===== src/rtl/seg_pkg.sv =====
// Shared types and constants for the scrolling 7-segment display.
// Glyphs are {g,f,e,d,c,b,a}, active-high.
package seg_pkg;

    typedef enum logic [1:0] {
        ST_IDLE  = 2'd0,
        ST_RUN   = 2'd1,
        ST_PAUSE = 2'd2
    } state_e;

    localparam logic [4:0] CH_BLANK = 5'd16;
    localparam logic [4:0] CH_DASH  = 5'd17;

    localparam logic [6:0] GLYPH_0     = 7'b0111111;
    localparam logic [6:0] GLYPH_1     = 7'b0000110;
    localparam logic [6:0] GLYPH_2     = 7'b1011011;
    localparam logic [6:0] GLYPH_3     = 7'b1001111;
    localparam logic [6:0] GLYPH_4     = 7'b1100110;
    localparam logic [6:0] GLYPH_5     = 7'b1101101;
    localparam logic [6:0] GLYPH_6     = 7'b1111101;
    localparam logic [6:0] GLYPH_7     = 7'b0000111;
    localparam logic [6:0] GLYPH_8     = 7'b1111111;
    localparam logic [6:0] GLYPH_9     = 7'b1101111;
    localparam logic [6:0] GLYPH_A     = 7'b1110111;
    localparam logic [6:0] GLYPH_B     = 7'b1111100;
    localparam logic [6:0] GLYPH_C     = 7'b0111001;
    localparam logic [6:0] GLYPH_D     = 7'b1011110;
    localparam logic [6:0] GLYPH_E     = 7'b1111001;
    localparam logic [6:0] GLYPH_F     = 7'b1110001;
    localparam logic [6:0] GLYPH_DASH  = 7'b1000000;
    localparam logic [6:0] GLYPH_BLANK = 7'b0000000;

endpackage


===== src/rtl/seg7_decoder.sv =====
// Character code to 7-segment pattern, purely combinational.
// Codes other than the hex digits and dash render blank.
module seg7_decoder (
    input  logic [4:0] code_i,
    output logic [6:0] seg_o
);
    import seg_pkg::*;

    always_comb begin
        seg_o = GLYPH_BLANK;
        case (code_i)
            5'd0:    seg_o = GLYPH_0;
            5'd1:    seg_o = GLYPH_1;
            5'd2:    seg_o = GLYPH_2;
            5'd3:    seg_o = GLYPH_3;
            5'd4:    seg_o = GLYPH_4;
            5'd5:    seg_o = GLYPH_5;
            5'd6:    seg_o = GLYPH_6;
            5'd7:    seg_o = GLYPH_7;
            5'd8:    seg_o = GLYPH_8;
            5'd9:    seg_o = GLYPH_9;
            5'd10:   seg_o = GLYPH_A;
            5'd11:   seg_o = GLYPH_B;
            5'd12:   seg_o = GLYPH_C;
            5'd13:   seg_o = GLYPH_D;
            5'd14:   seg_o = GLYPH_E;
            5'd15:   seg_o = GLYPH_F;
            CH_DASH: seg_o = GLYPH_DASH;
            default: seg_o = GLYPH_BLANK;
        endcase
    end

endmodule


===== src/rtl/seg_scroll_display.sv =====
// Multiplexed multi-digit 7-segment driver with a scrolling message buffer.
// Outputs are registered from the current scan index, offset and buffer.
module seg_scroll_display #(
    parameter int NUM_DIGITS  = 8,
    parameter int MSG_LEN     = 16,
    parameter int REFRESH_DIV = 1000,
    parameter int SCROLL_DIV  = 5000000
) (
    input  logic                       clk,
    input  logic                       rst,
    input  logic                       start,
    input  logic                       left,
    input  logic                       wr_en,
    input  logic [$clog2(MSG_LEN)-1:0] wr_addr,
    input  logic [4:0]                 wr_data,
    output logic [NUM_DIGITS-1:0]      digit,
    output logic [6:0]                 seg_data,
    output logic                       running
);
    import seg_pkg::*;

    localparam int AW = $clog2(MSG_LEN);
    localparam int SW = $clog2(NUM_DIGITS);
    localparam int RW = (REFRESH_DIV > 1) ? $clog2(REFRESH_DIV) : 1;
    localparam int CW = (SCROLL_DIV > 1) ? $clog2(SCROLL_DIV) : 1;

    state_e                state_q;
    logic                  start_q;
    logic                  running_q;
    logic [AW-1:0]         offset_q, offset_d;
    logic [CW-1:0]         scroll_cnt_q, scroll_cnt_d;
    logic [RW-1:0]         ref_cnt_q, ref_cnt_d;
    logic [SW-1:0]         scan_q, scan_d;
    logic [4:0]            buf_q [MSG_LEN];
    logic [NUM_DIGITS-1:0] digit_q;
    logic [6:0]            seg_q;

    logic          start_edge;
    logic          scroll_tc;
    logic          ref_tc;
    logic          wr_ok;
    logic [AW:0]   win_sum;
    logic [AW-1:0] sel_idx;
    logic [4:0]    sel_code;
    logic [6:0]    sel_glyph;

    assign start_edge = start & ~start_q;
    assign scroll_tc  = (scroll_cnt_q == CW'(SCROLL_DIV - 1));
    assign ref_tc     = (ref_cnt_q == RW'(REFRESH_DIV - 1));
    assign wr_ok      = wr_en & ({1'b0, wr_addr} < (AW+1)'(MSG_LEN));

    always_ff @(posedge clk) begin
        if (rst) begin
            state_q   <= ST_IDLE;
            running_q <= 1'b0;
        end else if (start_edge) begin
            case (state_q)
                ST_RUN: begin
                    state_q   <= ST_PAUSE;
                    running_q <= 1'b0;
                end
                default: begin
                    state_q   <= ST_RUN;
                    running_q <= 1'b1;
                end
            endcase
        end
    end

    // Pause freezes the scroll position; idle pins it at the start.
    always_comb begin
        scroll_cnt_d = scroll_cnt_q;
        offset_d     = offset_q;
        case (state_q)
            ST_RUN: begin
                if (scroll_tc) begin
                    scroll_cnt_d = '0;
                    if (left)
                        offset_d = (offset_q == AW'(MSG_LEN - 1)) ?
                                   '0 : offset_q + 1'b1;
                    else
                        offset_d = (offset_q == '0) ?
                                   AW'(MSG_LEN - 1) : offset_q - 1'b1;
                end else begin
                    scroll_cnt_d = scroll_cnt_q + 1'b1;
                end
            end
            ST_PAUSE: begin
                scroll_cnt_d = scroll_cnt_q;
                offset_d     = offset_q;
            end
            default: begin
                scroll_cnt_d = '0;
                offset_d     = '0;
            end
        endcase
    end

    always_comb begin
        ref_cnt_d = ref_tc ? '0 : ref_cnt_q + 1'b1;
        scan_d    = scan_q;
        if (ref_tc)
            scan_d = (scan_q == SW'(NUM_DIGITS - 1)) ? '0 : scan_q + 1'b1;
    end

    // Sum is below 2*MSG_LEN, so one conditional subtract is the modulo.
    always_comb begin
        win_sum = {1'b0, offset_q} + (AW+1)'(NUM_DIGITS - 1)
                - (AW+1)'(scan_q);
        if (win_sum >= (AW+1)'(MSG_LEN))
            sel_idx = AW'(win_sum - (AW+1)'(MSG_LEN));
        else
            sel_idx = win_sum[AW-1:0];
    end

    assign sel_code = buf_q[sel_idx];

    seg7_decoder u_dec (
        .code_i (sel_code),
        .seg_o  (sel_glyph)
    );

    always_ff @(posedge clk) begin
        if (rst) begin
            start_q      <= 1'b0;
            offset_q     <= '0;
            scroll_cnt_q <= '0;
            ref_cnt_q    <= '0;
            scan_q       <= '0;
        end else begin
            start_q      <= start;
            offset_q     <= offset_d;
            scroll_cnt_q <= scroll_cnt_d;
            ref_cnt_q    <= ref_cnt_d;
            scan_q       <= scan_d;
        end
    end

    always_ff @(posedge clk) begin
        if (rst) begin
            for (int i = 0; i < MSG_LEN; i++)
                buf_q[i] <= CH_BLANK;
        end else if (wr_ok) begin
            buf_q[wr_addr] <= wr_data;
        end
    end

    always_ff @(posedge clk) begin
        if (rst) begin
            digit_q <= '1;
            seg_q   <= GLYPH_BLANK;
        end else begin
            digit_q <= ~(NUM_DIGITS'(1) << scan_q);
            seg_q   <= sel_glyph;
        end
    end

    assign digit    = digit_q;
    assign seg_data = seg_q;
    assign running  = running_q;

endmodule

===== config.mk =====
export PLATFORM = sky130hd
export DESIGN_NAME = seg_scroll_display
export DESIGN_NICKNAME = d
export VERILOG_FILES = /design/src/rtl/seg_pkg.sv /design/src/rtl/seg7_decoder.sv /design/src/rtl/seg_scroll_display.sv
export SDC_FILE = /design/constraint.sdc
export NUM_CORES = 1
export LEC_CHECK = 0
export CORE_MARGIN = 8
export CORE_UTILIZATION = 45
export CTS_BUF_LIST = sky130_fd_sc_hd__clkbuf_16
export DETAILED_ROUTE_END_ITERATION = 8
export DONT_BUFFER_PORTS = 1
export SLEW_MARGIN = 0
export SYNTH_ARGS = -nofsm -noshare
export SYNTH_HDL_FRONTEND = slang
export SYNTH_HIERARCHICAL = 1
export SYNTH_SLANG_ARGS = --single-unit

===== constraint.sdc =====
create_clock -name clk -period 9.6 [get_ports clk]
set_clock_uncertainty 0.15 [all_clocks]
set_input_delay 0.96 -clock clk [delete_from_list [all_inputs] [get_ports clk]]
set_output_delay 0.96 -clock clk [all_outputs]
set_load 0.05 [all_outputs]

==> flow_metrics.env, run 1 <==
export IMPL_setup_viol=0
export IMPL_area_growth_pct=9.42
export IMPL_core_rowCount=45
export IMPL_vdd_ir_drop_max_uv=142
export IMPL_dr_total_vias=4513
export IMPL_synth_compound_area_share_pct=7.07
export IMPL_final_layout_size_suffix_gt1_share_pct=13.9
export IMPL_avgSynthCellArea_sq_um=11.2
export IMPL_worstMarginPinSlew_ns=1.16
export IMPL_synth_cells=620
export IMPL_initial_core_util_pct=45.9
export IMPL_yosys_cell_types_count=65
export IMPL_worstHoldPathType="reg2reg"
export IMPL_clk_path_buf_depth=2
export IMPL_seq_area_frac_synth_pct=51.2
export IMPL_yosysWarnings=6
export IMPL_clk_pin_slew_ns=0.06
export IMPL_postCtsResizedCells=0
export IMPL_grt_overflow=0
export IMPL_gp_congestion=0.824
export IMPL_synthAdderAreaFrac_pct=4.24
export IMPL_grt_antenna_before_repair=0
export IMPL_p_per_area_nw_per_um2=183
export IMPL_numCtsBuffers=17
export IMPL_fmaxAchievable_mhz=234
export IMPL_rsz0062_at_grt="false"
export IMPL_grt_usage_pct=15.3
export IMPL_portBuffers=0
export IMPL_min_period_over_period_pct=44.5
export IMPL_cts_root_buf="clkbuf_16"
export IMPL_maxCapViolations=0
export IMPL_hold_viol_final=0
export IMPL_hpwl_um=9990
export IMPL_clock_sinks=138
export IMPL_viasPerCell=5.59
export IMPL_io_pins=30
export IMPL_synth_mux_area_share_pct=8.53
export IMPL_syn_nets=657
export IMPL_worstPathArrival_ns=4.43
export IMPL_status="complete, no violations"
export IMPL_num_antenna_cells=0
export IMPL_grt_pass1_wl_um=23700
export IMPL_async_flop_share_pct=0
export IMPL_wl_per_cell_um=18.2
export IMPL_finalNetCount=644
export IMPL_crit_type="reg2reg"
export IMPL_maxSlewViolCount=0
export IMPL_synth_simple_gate_area_share_pct=23.6
export IMPL_start_kind="flip-flop"
export IMPL_syn_area_sq_um=6960
export IMPL_synth_ff_type="edfxtp_1"
export IMPL_worstPathRequired_ns=9.76
export IMPL_tns_ns=0
export IMPL_drc=0
export IMPL_first_iter_violations=404
export IMPL_synth_edf_count=80
export IMPL_post_cts_buffers=0
export IMPL_grt_pass1_vias=4482
export IMPL_synth_xor_area_share_pct=1.89
export IMPL_drt_wl_total_um=14700
export IMPL_core_area_sq_um=15100
export IMPL_critical_path_max_fanout=18
export IMPL_dieHeight_um=140
export IMPL_cts_tree="yes"
export IMPL_finalCriticalPeriod_ns=4.27
export IMPL_synth_top_family_by_area="simple AND/OR/NAND/NOR gates"
export IMPL_clock_latency_ns=0.42
export IMPL_first_pass_iters=4
export IMPL_endpoint_kind="flip-flop"
export IMPL_grt_max_degree=52
export IMPL_hold_buffers=0
export IMPL_cts_max_level=4
export IMPL_ys_seq_elements=138
export IMPL_die_width_um=140
export IMPL_leakagePower_nw=2.73
export IMPL_timing_hold_ws_ns=0.295
export IMPL_antenna_left=0
export IMPL_dieArea_sq_um=19700
export IMPL_relSlewSlack_pct=22.8
[through the flow]
step                worst slack [ns]  cell area (sq um)  std cells  utilization [%]  power [mW]
floorplan                       5.68               6960        620                -       0.729
global placement                5.45               7010        776             46.3       0.738
detailed placement              5.33               7010        776             46.3       0.741
CTS                             5.31               7610        808             50.3        1.40
global route                    5.00               7610        808             50.3        1.44
finish                          5.33               7610        808             50.3        1.39
[report_power, final]
part	internal, mW	switching (mW)
Sequential	0.649	0.0188
Combinational	0.0265	0.0329
Clock	0.408	0.257
Total	1.08	0.309
[flip-flops by register name, summed over array words and instances (netlist names)]
signal        flops
buf_q            80
digit             8
offset_q          4
ref_cnt_q        10
scan_q            3
scroll_cnt_q     23
seg_data          7
start_q           1
state_q           2
[layout by cell type, fill, tap and decap left out, types with 14 or more instances in the layout]
cell type and count:
inv_1 14, or2_2 17, nand2b_1 19, a31oi_1 16, nand3_1 18, mux4_2 21, dfxtp_1 58, nor2_1 48
edfxtp_1 80, nand2_1 35, and2_1 65, clkbuf_16 17, nor2b_1 19, or3_1 16, a21oi_1 24, ha_1 22
[worst max-delay path, stage by stage (launching register included)]
cell and delay (ns):
dfxtp_1 0.37, inv_1 0.10, ha_1 0.28, ha_1 0.13
inv_1 0.05, fa_1 1.03, mux4_2 0.33, nor2b_1 0.13
a211oi_1 0.06, a21oi_1 0.46, inv_1 0.19, ha_1 0.23
or2_2 0.29, a21oi_1 0.14, a311oi_1 0.06, nor2b_1 0.18
[synthesized netlist by cell type (all sizes together), types with 4 or more instances]
| cell | instances | area (sq um) |
|---|---|---|
| a211oi | 5 | 37.5 |
| a21oi | 25 | 129 |
| a22o | 4 | 36.3 |
| a31oi | 16 | 100 |
| and2 | 66 | 414 |
| and3 | 8 | 52.6 |
| and4 | 6 | 55.1 |
| buf | 12 | 98.8 |
| clkbuf | 22 | 95.1 |
| dfxtp | 58 | 1160 |
| edfxtp | 80 | 2400 |
| ha | 22 | 275 |
| inv | 13 | 48.8 |
| mux2i | 12 | 120 |
| mux4 | 21 | 473 |
| nand2 | 36 | 143 |
| nand2b | 21 | 136 |
| nand3 | 18 | 90.1 |
| nand4 | 11 | 68.8 |
| nor2 | 48 | 180 |
| nor2b | 19 | 119 |
| nor3 | 8 | 40.0 |
| nor4 | 5 | 52.6 |
| o21ai | 9 | 45.0 |
| or2 | 17 | 106 |
| or3 | 16 | 100 |
| xnor2 | 8 | 70.1 |
| xor2 | 7 | 61.3 |
[kinds of logic (layout without fill, tap and decap cells)]
kind of cell / Yosys count / after routing
AOI/OAI and AO/OA: 76 / 76
xor gates and xnor gates: 15 / 15
adders and majority gates: 23 / 23
buffers and inverters: 47 / 47
DFF: 138 / 138
muxes: 33 / 33
and+or+nand+nor: 288 / 288
[layer usage]
layer / share of wire (%) / GRT usage (%) / routed length, um / vias up
met1: 46 / 19.5 / 6810 / 2198
met3: 4.4 / 3.98 / 645 / 17
met4: 1.1 / 4.57 / 160 / 0
met2: 48 / 25.1 / 7090 / 80
li1: - / - / - / 2218
met5: 0 / 0 / 0 / -
[area by class of cell]
class                      instances  area [sq um]
timing repair buffer               2          15.0
multi-input combinational        435          3150
sequential                       138          3560
inverter                          13          48.8
fill                            1334          7530
tap                              188           235
clock inverter                    15           174
clock buffer                      17           425
[final timing paths]
| check | cells past startpoint | slack (ns) | from | endpoint |
|---|---|---|---|---|
| worst max-delay path | 15 | 5.33 | scan_q[1] | seg_data[5] |
| worst min-delay path | 1 | 0.29 | ref_cnt_q[0] | ref_cnt_q[0] |
| worst max register to register | 15 | 5.33 | scan_q[1] | seg_data[5] |
| worst min register to register | 1 | 0.29 | ref_cnt_q[0] | ref_cnt_q[0] |
Power figures use the tool's default switching activity.
==> run 2, diff against run 1 <==
==> constraint.sdc (replaced) <==
create_clock -name clk -period 3.69 [get_ports clk]
set_clock_uncertainty 0.15 [all_clocks]
set_input_delay 0.369 -clock clk [delete_from_list [all_inputs] [get_ports clk]]
set_output_delay 0.369 -clock clk [all_outputs]
set_load 0.05 [all_outputs]
==> run 2 against run 1 <==
Net effect:
- die area unchanged
- sequential power rose to 2.6 times the previous value
- register-to-register slack got worse by 5.2 ns
- first-iteration DRC count down 26%
- combinational power increased to 3.2 times the previous value
- largest power group unchanged
- highest routed layer unchanged
- core utilization increased by 2.9 points
- critical path type unchanged
==> flow_metrics.env, run 2 (same netlist as run 1, synthesis figures left out) <==
export IMPL_worstMarginPinSlew_ns=0.798
export IMPL_relSlewSlack_pct=46.7
export IMPL_antenna_left=0
export IMPL_clk_path_buf_depth=2
export IMPL_numCtsBuffers=17
export IMPL_setup_viol=0
export IMPL_grt_antenna_before_repair=0
export IMPL_dieHeight_um=140
export IMPL_layout_commonest_cell="edfxtp_1"
export IMPL_min_to="buf_q[9][2]"
export IMPL_top_regs="buf_q x80, scroll_cnt_q x23, ref_cnt_q x10"
export IMPL_min_from="wr_data[2]"
export IMPL_drt_wl_total_um=15400
export IMPL_vdd_ir_drop_max_uv=427
export IMPL_leakagePower_nw=2.98
export IMPL_num_fill_cells=1278
export IMPL_final_layout_size_suffix_gt1_share_pct=16.6
export IMPL_viasPerCell=5.60
export IMPL_critical_path_max_fanout=7
export IMPL_crit_type="reg2reg"
export IMPL_finalNetCount=689
export IMPL_initial_core_util_pct=45.9
export IMPL_clk_pin_slew_ns=0.06
export IMPL_dr_total_vias=4768
export IMPL_die_width_um=140
export IMPL_num_antenna_cells=0
export IMPL_clock_latency_ns=0.42
export IMPL_worstPathRequired_ns=3.83
export IMPL_area_growth_pct=15.7
export IMPL_fmaxAchievable_mhz=282
export IMPL_first_pass_iters=4
export IMPL_maxSlewViolCount=0
export IMPL_reg2reg_to="seg_data[3]"
export IMPL_dieArea_sq_um=19700
export IMPL_total_power_mw=3.63
export IMPL_cts_tree="yes"
export IMPL_min_period_over_period_pct=96.0
export IMPL_r2r_start="scan_q[1]"
export IMPL_core_area_sq_um=15100
export IMPL_largest_reg_flops=80
export IMPL_maxCapViolations=0
export IMPL_grt_overflow=0
export IMPL_reg2regPathDepth=14
export IMPL_grt_max_degree=46
export IMPL_drc=0
export IMPL_top_register="buf_q"
export IMPL_grt_usage_pct=16.5
export IMPL_hold_viol_final=0
export IMPL_hpwl_um=10100
export IMPL_timing_hold_ws_ns=0.0131
export IMPL_postPlaceCellArea_sq_um=7120
export IMPL_cts_root_buf="clkbuf_16"
export IMPL_worstPathArrival_ns=3.69
export IMPL_r2r_slack_ns=0.15
export IMPL_cts_max_level=4
export IMPL_holdPathStages=1
export IMPL_gp_congestion=0.827
export IMPL_clock_sinks=138
export IMPL_core_rowCount=45
export IMPL_grt_pass1_wl_um=25500
export IMPL_most_common_layout_cells="edfxtp_1 (80), and2_1 (65), dfxtp_1 (58)"
export IMPL_worstHoldPathType="in2reg"
export IMPL_endpoint_kind="flip-flop"
export IMPL_finalCriticalPeriod_ns=3.54
export IMPL_portBuffers=0
export IMPL_wl_per_cell_um=18.1
export IMPL_status="complete, no violations"
export IMPL_first_iter_violations=298
export IMPL_io_pins=30
export IMPL_p_per_area_nw_per_um2=451
export IMPL_start_kind="flip-flop"
export IMPL_grt_pass1_vias=4790
export IMPL_design_area_sq_um=8050
==> run 2: stage by stage <==
step | worst slack [ns] | utilization (%) | instances | TNS, ns
global placement | -0.0456 | 47.0 | 790 | -0.0809
global route | -0.0309 | 53.1 | 851 | -0.0309
floorplan | 0.0381 | - | 620 | 0
finish | 0.149 | 53.1 | 851 | 0
detailed placement | -0.221 | 47.0 | 790 | -0.481
CTS | 0.000653 | 52.8 | 848 | 0
==> run 2: repair_timing <==
action,CTS,global route
hold endpoints to repair,103,0
cloned,0,0
resized for setup,2,8
buffers inserted,0,3
pin swaps,0,2
endpoints found under the setup margin,6,6
hold buffers,28,0
==> run 2: layer usage <==
layer | GRT usage [%] | wire [um]
met5 | 0 | 0
met3 | 4.21 | 855
met2 | 26.3 | 7340
met4 | 5.54 | 213
met1 | 21.5 | 6980
==> run 2: how the worst max path moves through the flow <==
stage | start | depth (start not counted) | slack, ns | to
3_5_place_dp | scan_q[1] | 15 | -0.22 | seg_data[5]
4_1_cts | scan_q[1] | 15 | 0.0007 | seg_data[5]
6_report | scan_q[1] | 14 | 0.15 | seg_data[3]
2_1_floorplan | scan_q[1] | 15 | 0.04 | seg_data[3]
5_1_grt | scan_q[1] | 15 | -0.03 | seg_data[3]
3_3_place_gp | scan_q[1] | 15 | -0.05 | seg_data[5]
==> run 2: layout make-up <==
| class | count | area (sq um) | area share [%] |
|---|---|---|---|
| clock buffer | 17 | 425 | 5.29 |
| multi-input combinational | 435 | 3190 | 39.6 |
| clock inverter | 13 | 155 | 1.93 |
| timing repair buffer | 47 | 430 | 5.35 |
| sequential | 138 | 3560 | 44.3 |
| tap | 188 | 235 | 2.92 |
| inverter | 13 | 48.8 | 0.606 |
==> run 2: worst max-delay path, stage by stage (launching register included) <==
cell	delay, ns
dfxtp_1	0.33
inv_1	0.06
ha_1	0.27
ha_1	0.13
inv_1	0.05
fa_2	0.61
mux4_2	0.32
nor2b_1	0.15
a211oi_2	0.29
a21oi_4	0.10
inv_1	0.16
ha_1	0.26
o21a_1	0.19
a32o_2	0.21
nor2b_1	0.13
==> run 2: power by group <==
group / switching, mW / total [mW] / internal, mW / leakage, nW
clock: 0.653 / 1.70 / 1.05 / 0.292
sequential: 0.0481 / 1.74 / 1.69 / 1.24
combinational: 0.105 / 0.189 / 0.0848 / 1.45
total: 0.806 / 3.63 / 2.83 / 2.98
==> run 3, diff against run 2 <==
--- a/config.mk
+++ b/config.mk
@@ -10,6 +10,7 @@
 export CTS_BUF_LIST = sky130_fd_sc_hd__clkbuf_16
 export DETAILED_ROUTE_END_ITERATION = 8
 export DONT_BUFFER_PORTS = 1
+export RECOVER_POWER = 100
 export SLEW_MARGIN = 0
 export SYNTH_ARGS = -nofsm -noshare
 export SYNTH_HDL_FRONTEND = slang
==> run 3 against run 2 <==
Net effect:
- global-route usage unchanged
- flip-flop and latch count did not move
- sequential power about the same
- core utilization decreased by 0.27 points
- largest power group unchanged
- critical path depth did not move
- cell area shrank 0.51%
==> flow_metrics.env, run 3 (same netlist as run 1, synthesis figures left out) <==
export IMPL_status="complete, no violations"
export IMPL_min_period_over_period_pct=95.7
export IMPL_top_regs="buf_q x80, scroll_cnt_q x23, ref_cnt_q x10"
export IMPL_vdd_ir_drop_max_uv=425
export IMPL_die_width_um=140
export IMPL_numCtsBuffers=17
export IMPL_r2r_start="scan_q[1]"
export IMPL_dieHeight_um=140
export IMPL_io_pins=30
export IMPL_dieArea_sq_um=19700
export IMPL_num_antenna_cells=0
export IMPL_initial_core_util_pct=45.9
export IMPL_clk_path_buf_depth=2
export IMPL_core_area_sq_um=15100
export IMPL_grt_pass1_wl_um=25500
export IMPL_final_layout_size_suffix_gt1_share_pct=14.0
export IMPL_grt_usage_pct=16.5
export IMPL_drc=0
export IMPL_min_to="buf_q[9][2]"
export IMPL_timing_hold_ws_ns=0.0220
export IMPL_layout_setup_ws_ns=0.160
export IMPL_power_share_clock_pct=47.0
export IMPL_worstMarginPinSlew_ns=0.964
export IMPL_clock_sinks=138
export IMPL_switchingPower_uw=805
export IMPL_layout_commonest_cell="edfxtp_1"
export IMPL_endpoint_kind="flip-flop"
export IMPL_wl_per_cell_um=18.1
export IMPL_relSlewSlack_pct=35.1
export IMPL_clock_latency_ns=0.42
export IMPL_setup_viol=0
export IMPL_cpPeakStageDelay_ns=0.60
export IMPL_worstPathRequired_ns=3.83
export IMPL_placed_cells_incl_taps=790
export IMPL_crit_type="reg2reg"
export IMPL_hpwl_um=10100
export IMPL_finalCriticalPeriod_ns=3.53
export IMPL_first_iter_violations=291
export IMPL_portBuffers=0
export IMPL_maxSlewViolCount=0
export IMPL_dr_total_vias=4735
export IMPL_swShare_pct=22.2
export IMPL_holdPathStages=1
export IMPL_first_pass_iters=4
export IMPL_min_from="wr_data[2]"
export IMPL_reg2regPathDepth=14
export IMPL_worstHoldPathType="in2reg"
export IMPL_grt_antenna_before_repair=0
export IMPL_hold_viol_final=0
export IMPL_grt_pass1_vias=4790
export IMPL_critical_path_max_fanout=7
export IMPL_core_rowCount=45
export IMPL_tns_ns=0
export IMPL_p_per_area_nw_per_um2=453
export IMPL_place_ws_ns=-0.221
export IMPL_worstPathArrival_ns=3.67
export IMPL_start_kind="flip-flop"
export IMPL_cts_tree="yes"
export IMPL_antenna_left=0
export IMPL_viasPerCell=5.56
export IMPL_fin_cells=851
export IMPL_drt_wl_total_um=15400
export IMPL_area_growth_pct=15.1
export IMPL_cts_root_buf="clkbuf_16"
export IMPL_cts_max_level=4
export IMPL_maxCapViolations=0
export IMPL_comb_power_share_pct=5.1
export IMPL_power_share_sequential_pct=47.9
export IMPL_fmaxAchievable_mhz=283
export IMPL_most_common_layout_cells="edfxtp_1 (80), dfxtp_1 (58), nor2_1 (48)"
export IMPL_clk_pin_slew_ns=0.06
export IMPL_largest_reg_flops=80
export IMPL_intPower_mw=2.82
export IMPL_reg2reg_to="seg_data[3]"
export IMPL_finalNetCount=689
export IMPL_grt_max_degree=46
export IMPL_critPathSlowestCell="fa_2"
export IMPL_gp_congestion=0.827
export IMPL_r2r_slack_ns=0.16
export IMPL_leakagePower_nw=2.88
export IMPL_grt_overflow=0
export IMPL_top_register="buf_q"
export IMPL_crit_chain="inv_1 > ha_1 > ha_1 > inv_1 > fa_2 > mux4_2 > nor2b_1 > a211oi_2 > a21oi_4 > inv_1 > ha_1 > o21a_1 > a32o_2 > nor2b_1"
## run 3: cell count changes in the layout (fill, tap and decap cells not counted), moves of 4 or more
cell and delta:
and2_0 +42, or2_2 -8, and2_1 -42, buf_4 -4, or2_0 +8, clkbuf_1 +4
## run 3: worst max path at each step
stage	depth (start not counted)	startpoint	endpoint	slack (ns)
finish	14	scan_q[1]	seg_data[3]	0.16
floorplan	15	scan_q[1]	seg_data[3]	0.04
detailed placement	15	scan_q[1]	seg_data[5]	-0.22
global route	15	scan_q[1]	seg_data[3]	-0.03
CTS	15	scan_q[1]	seg_data[5]	0.0007
global placement	15	scan_q[1]	seg_data[5]	-0.05
## run 3: repair_timing
action | in CTS | in global routing
endpoints found under the hold margin | 103 | 0
gates resized for setup | 2 | 8
hold buffers | 28 | 0
setup endpoints to repair | 6 | 6
buffers inserted | 0 | 3
pin swaps | 0 | 2
## run 3: area by class of cell
class                   instances  area [sq um]
fillers                      1284          7140
well taps                     188           235
inverters                      13          48.8
flip-flops and latches        138          3560
clock buffers                  17           425
repair buffers                 47           415
clock inverters                13           155
multi-input cells             435          3160
## run 3: critical path, delay by kind of cell (launching register included)
| kind | cells | cell delay (ns) |
|---|---|---|
| fa+ha+maj | 4 | 1.26 |
| compound gates | 4 | 0.79 |
| flops | 1 | 0.33 |
| mux | 1 | 0.31 |
| simple gates | 2 | 0.28 |
| buf+inv | 3 | 0.27 |
## run 3: metal layers
metal | GRT usage [%] | wire [um] | up-vias | part of all wire (%)
li1 | - | - | 2301 | -
met1 | 21.5 | 7020 | 2305 | 46
met2 | 26.3 | 7280 | 114 | 47
met3 | 4.21 | 900 | 15 | 5.9
met4 | 5.54 | 183 | 0 | 1.2
met5 | 0 | 0 | - | 0
## run 3: power by group through the flow
stage	sequential (mW)	combinational, mW	clock, mW
after detailed placement	1.77	0.157	0
after global placement	1.77	0.153	0
after global routing	1.74	0.206	1.79
final	1.74	0.187	1.70
after CTS	1.74	0.186	1.73
after floorplan	1.76	0.139	0
## run 3: stage by stage
stage | power (mW) | instance area, sq um | utilization (%)
6_report | 3.63 | 8010 | 52.9
2_1_floorplan | 1.90 | 6960 | -
4_1_cts | 3.65 | 7990 | 52.8
5_1_grt | 3.74 | 8010 | 52.9
3_3_place_gp | 1.92 | 7120 | 47.0
3_5_place_dp | 1.93 | 7120 | 47.0
